<file path="config.mk">
export PLATFORM = sky130hd
export DESIGN_NAME = dip_sequencer
export DESIGN_NICKNAME = d
export VERILOG_FILES = /design/src/rtl/dip_pkg.sv /design/src/rtl/dip_timer.sv /design/src/rtl/dip_sequencer.sv
export SDC_FILE = /design/constraint.sdc
export NUM_CORES = 1
export LEC_CHECK = 0
export CELL_PAD_IN_SITES_DETAIL_PLACEMENT = 1
export CELL_PAD_IN_SITES_GLOBAL_PLACEMENT = 2
export CORE_UTILIZATION = 33
export CTS_CLUSTER_DIAMETER = 150
export DETAILED_ROUTE_END_ITERATION = 10
export GPL_TIMING_DRIVEN = 0
export HOLD_SLACK_MARGIN = 0.05
export PLACE_DENSITY = 0.86
export SETUP_SLACK_MARGIN = 0.1
export SLEW_MARGIN = 40
export SYNTH_ARGS = -nofsm -noshare
export SYNTH_HDL_FRONTEND = slang
export SYNTH_SLANG_ARGS = --single-unit
</file>
<file path="constraint.sdc">
create_clock -name clk -period 2.5 [get_ports clk]
set_input_delay 0.25 -clock clk [delete_from_list [all_inputs] [get_ports clk]]
set_output_delay 0.25 -clock clk [all_outputs]
set_load 0.01 [all_outputs]
</file>
<file path="src/rtl/dip_pkg.sv">
// Shared types and constants for the colour-dip sequencer.
package dip_pkg;

    typedef enum logic [2:0] {
        SELECT,
        MOVE,
        DIP,
        HOME,
        DONE,
        ERR
    } state_t;

    localparam logic [3:0] RED = 4'd1;
    localparam logic [3:0] YEL = 4'd2;
    localparam logic [3:0] BLU = 4'd3;

    localparam int unsigned TIMEOUT_DEF = 500_000_000;

    function automatic logic valid_color(input logic [3:0] c);
        return (c == RED) || (c == YEL) || (c == BLU);
    endfunction

    function automatic logic [2:0] motor_bit(input logic [1:0] c);
        logic [2:0] m;
        m = 3'b000;
        case (c)
            2'd1:    m = 3'b001;
            2'd2:    m = 3'b010;
            2'd3:    m = 3'b100;
            default: m = 3'b000;
        endcase
        return m;
    endfunction

endpackage

</file>
<file path="src/rtl/dip_timer.sv">
// Handshake watchdog: clear/enable counter with an expiry flag.
module dip_timer
    import dip_pkg::*;
#(
    parameter int unsigned LIMIT = TIMEOUT_DEF
) (
    input  logic clk,
    input  logic rst,
    input  logic clr,
    input  logic en,
    output logic expired
);

    localparam logic [31:0] LAST = 32'(LIMIT - 1);

    logic [31:0] count;
    logic [31:0] base;

    // clr marks the first cycle of a wait, so it counts as cycle zero
    assign base    = clr ? 32'd0 : count;
    assign expired = en && (base == LAST);

    always_ff @(posedge clk or posedge rst) begin
        if (rst) begin
            count <= '0;
        end else if (en) begin
            count <= base + 32'd1;
        end else begin
            count <= '0;
        end
    end

endmodule

</file>
<file path="src/rtl/dip_sequencer.sv">
// Three-slot colour selection and car/motor dipping sequencer.
module dip_sequencer
    import dip_pkg::*;
#(
    parameter int unsigned TIMEOUT_CYC = TIMEOUT_DEF
) (
    input  logic       clk,
    input  logic       rst,
    input  logic [3:0] color_id,
    input  logic       confirm,
    input  logic       abort,
    output logic       car_req,
    output logic [1:0] car_pos,
    input  logic       car_ack,
    output logic [2:0] motor_start,
    input  logic [2:0] motor_done,
    output logic [3:0] cur_color,
    output logic [1:0] slot,
    output logic       busy,
    output logic       done,
    output logic       err
);

    state_t     state;
    logic [1:0] slots [3];
    logic       restart;
    logic       wait_st;
    logic       expired;
    logic       awaited;
    logic [1:0] active;
    logic [1:0] next_c;

    assign wait_st = state inside {MOVE, DIP, HOME};
    assign active  = (slot == 2'd3) ? 2'd0 : slots[slot];
    assign next_c  = (slot >= 2'd2) ? 2'd0 : slots[slot + 2'd1];

    // a pulse arriving on the expiry cycle still counts
    assign awaited = ((state == MOVE || state == HOME) && car_ack)
                  || (state == DIP && |(motor_done & motor_bit(active)));

    dip_timer #(.LIMIT(TIMEOUT_CYC)) u_timer (
        .clk     (clk),
        .rst     (rst),
        .clr     (restart),
        .en      (wait_st),
        .expired (expired)
    );

    always_ff @(posedge clk or posedge rst) begin
        if (rst) begin
            state       <= SELECT;
            slots       <= '{default: 2'd0};
            slot        <= 2'd0;
            car_req     <= 1'b0;
            car_pos     <= 2'd0;
            motor_start <= 3'b000;
            cur_color   <= 4'd0;
            busy        <= 1'b0;
            done        <= 1'b0;
            err         <= 1'b0;
            restart     <= 1'b0;
        end else begin
            motor_start <= 3'b000;
            done        <= 1'b0;
            restart     <= 1'b0;
            if (abort) begin
                state     <= SELECT;
                slots     <= '{default: 2'd0};
                slot      <= 2'd0;
                car_req   <= 1'b0;
                car_pos   <= 2'd0;
                cur_color <= 4'd0;
                busy      <= 1'b0;
                err       <= 1'b0;
            end else if (wait_st && expired && !awaited) begin
                state     <= ERR;
                err       <= 1'b1;
                car_req   <= 1'b0;
                cur_color <= 4'd0;
                busy      <= 1'b0;
            end else begin
                unique case (state)
                    SELECT: begin
                        if (confirm && valid_color(color_id)) begin
                            slots[slot] <= color_id[1:0];
                            if (slot == 2'd2) begin
                                state     <= MOVE;
                                slot      <= 2'd0;
                                car_req   <= 1'b1;
                                car_pos   <= slots[0];
                                cur_color <= {2'b00, slots[0]};
                                busy      <= 1'b1;
                                restart   <= 1'b1;
                            end else begin
                                slot <= slot + 2'd1;
                            end
                        end
                    end
                    MOVE: begin
                        if (car_ack) begin
                            state       <= DIP;
                            car_req     <= 1'b0;
                            motor_start <= motor_bit(active);
                            restart     <= 1'b1;
                        end
                    end
                    DIP: begin
                        if (awaited) begin
                            slot    <= slot + 2'd1;
                            car_req <= 1'b1;
                            restart <= 1'b1;
                            if (slot == 2'd2) begin
                                state     <= HOME;
                                car_pos   <= 2'd0;
                                cur_color <= 4'd0;
                            end else begin
                                state     <= MOVE;
                                car_pos   <= next_c;
                                cur_color <= {2'b00, next_c};
                            end
                        end
                    end
                    HOME: begin
                        if (car_ack) begin
                            state   <= DONE;
                            car_req <= 1'b0;
                            busy    <= 1'b0;
                            done    <= 1'b1;
                            slots   <= '{default: 2'd0};
                            slot    <= 2'd0;
                        end
                    end
                    DONE:    state <= SELECT;
                    ERR:     state <= ERR;
                    default: state <= SELECT;
                endcase
            end
        end
    end

endmodule

</file>
==> results.toml <==
[status]
status = "finished, final reports clean"

[logic_synthesis]
yosys.area.top_type = "dfrtp_1"
synth.area.top_cells = "dfrtp_1 42%, nor2_1 5.2%, xnor2_1 4.3%"
synth_top_area_share_pct = 41.8
synth_edf_count = 0
yosysWarningCount = 0
syn_area_um2 = 3290
yosysUniqueCellTypes = 68
synthFlopType = "dfrtp_1"
synth_commonest_cells = "55 x dfrtp_1, 46 x nor2_1, 21 x nand2_1, 20 x inv_1, 19 x nand3_1"
synth-seq-cells = 55
netlist_instances = 363
ys_seq_area_share_pct = 41.8
synth.avg_cell_area_um2 = 9.07
synthArstFlopShare_pct = 100
yosysMostFrequentCell = "dfrtp_1"

[grt]
grt_pass1_vias = 2982
grt-ovfl-total = 0
grt_pass1_wl_mm = 15.2
grtUsageTotal_pct = 19.1
grt_max_degree = 35
antenna_found_initial = 0

[routing]
wirelength_mm = 9.04
drt-initial-drc-count = 95
num_vias = 2873
final_antenna_net_count = 0
vias_per_cell = 5.29
drc = 0
wl_per_cell_um = 16.7
drt_pass1_iterations = 4

[sta]
slew_headroom_pct = 59.1
clock.fmax_mhz = 423
slew_violations = 0
layout_setup_ws_ps = 135
skew_ps = 14.7
finalCriticalPeriod_ps = 2360
worst_slew_pin_slew_ps = 609
holdWs_ps = 225
setup_violations = 0
period_share_pct = 94.6
hold_viol = 0
fin_tns_setup_ps = 0
rsz0062_at_grt = "true"

[setup_path]
critPathCaptureType = "flip-flop"
critPathMaxStageDelay_ps = 460
cp_num_buf_inv = 1
worstPathCellList = "buf_6 -> mux2i_1 -> o21ai_2 -> mux2i_2 -> o311ai_4 -> or2_2 -> a311o_1"
required_ps = 2710
cp_max_fo = 10
critPathSlowestCell = "dfrtp_2"
cp-start-kind = "flip-flop"
critPathKind = "flip-flop to flip-flop"
arrival_ps = 2570
cpLargestDelayFamily = "compound AO/OA/AOI/OAI gates"

[floorplanning]
die_w_um = 102
die_y_um = 102
start_util_pct = 33.8
rows = 36
pin_count = 27
dieArea_um2 = 10400
fp.coreArea_um2 = 9730

[placed_design]
dp_slack_ps = -333
post-dp-hpwl_mm = 6.53
place_congestion = 0.866
portBuffers = 23

[hold_path]
hp-class = "input pin to async pin"

[cts]
cts_root_buffer = "clkbuf_8"
cts_buffers = 5
htreeDepth = 2
cts_tree = "done"
clk-insertion-delay-late_ps = 330
path_clk_slew_ps = 110
cts_buffer_depth = 2
cts_sinks = 55

[layout]
diodes = 0
n_fill_cell = 1167
finish.utilization_pct = 41.9
drive_gt1_share_pct = 16.3
nNetsFinal = 428
area_delta_synth_final_pct = 23.8

[pwr]
leakagePower_uw = 0.00166
p_per_area_nw_per_um2 = 667
ir_worst_vdd_mv = 0.282

[flow_run]
cap_violations = 0
-- sequential cells by signal (all words and copies together) (netlist names), 2 cells and up --
signal,cells
car_pos,2
motor_start,3
state,3
slots,6
u_timer.count,32
cur_color,2
slot,2
-- worst paths after layout --
| check | start | endpoint | slack [ps] | cells past startpoint |
|---|---|---|---|---|
| min in group clk | abort | motor_start[2] | 370 | 4 |
| worst max register to register | slot[0] | car_req | 140 | 7 |
| worst max-delay path | slot[0] | car_req | 140 | 7 |
| max in group asynchronous | rst | slot[0] | 1770 | 3 |
| worst min-delay path | rst | u_timer.count[22] | 220 | 2 |
| worst min register to register | err | err | 520 | 2 |
-- power breakdown --
part / switching [uW] / internal (uW)
logic: 626 / 450
registers: 73.1 / 949
clock network: 318 / 304
total: 1020 / 1700
-- routing by layer --
metal  wire [um]  vias to the layer above  GRT usage [%]
li1            -                     1376              -
met2        4680                       34           33.3
met4         134                        0           6.15
met1        4080                     1452           24.5
met3         148                       11           2.46
met5           0                        -              0
-- metrics by stage --
stage,area [um2],instances,power (uW)
after detailed placement,3720,521,1950
final,4080,543,2720
after global placement,3690,520,1930
after CTS,3890,532,2620
after floorplan,3300,364,1650
after global routing,4080,543,2890
-- timing repair --
action                     4_1_cts  5_1_grt
buffers inserted                 3       11
hold buffers                     0        0
setup endpoints to repair       21       24
pin swaps                        1        6
resized for setup               11       22
-- worst register-to-register path, cell delays in order (launching register included) --
cell and delay [ps]:
dfrtp_2 460, buf_6 160, mux2i_1 140, o21ai_2 240, mux2i_2 330, o311ai_4 200
or2_2 410, a311o_1 320
-- cells in the final DEF (no fill, tap or decap), types with 3 or more instances in the layout --
| master | count |
|---|---|
| buf_4 | 17 |
| and3_1 | 6 |
| nor3_1 | 12 |
| nand2_1 | 21 |
| nand3_1 | 19 |
| nor3b_1 | 3 |
| xor2_1 | 9 |
| buf_6 | 4 |
| clkbuf_8 | 8 |
| nand4_1 | 6 |
| a21oi_1 | 12 |
| clkbuf_1 | 6 |
| o21ai_0 | 12 |
| nor2b_1 | 12 |
| xnor2_1 | 16 |
| a31oi_1 | 3 |
| inv_1 | 19 |
| nand2b_1 | 3 |
| ha_1 | 5 |
| nor4_1 | 7 |
| clkdlybuf4s50_1 | 23 |
| or3_1 | 8 |
| dfrtp_1 | 53 |
| nor2_1 | 46 |
-- layout make-up --
class | count | area [um2] | share of cell area [%]
multi-input combinational | 270 | 1840 | 45.1
sequential | 55 | 1380 | 33.8
timing repair buffer | 38 | 355 | 8.71
tap | 133 | 166 | 4.08
buffer | 18 | 145 | 3.56
inverter | 21 | 81.3 | 1.99
clock buffer | 6 | 72.6 | 1.78
clock inverter | 2 | 38.8 | 0.951
-- cells by family after synthesis --
group / after synthesis / synth area share (%)
simple gates: 168 / 27.6
compound gates: 65 / 14.1
flops: 55 / 41.8
buf+inv: 39 / 6.12
xor+xnor: 25 / 6.65
fa+ha+maj: 7 / 2.66
mux: 3 / 0.912
other cells: 1 / 0.114
Note: power is estimated with default switching activity, not from simulation.
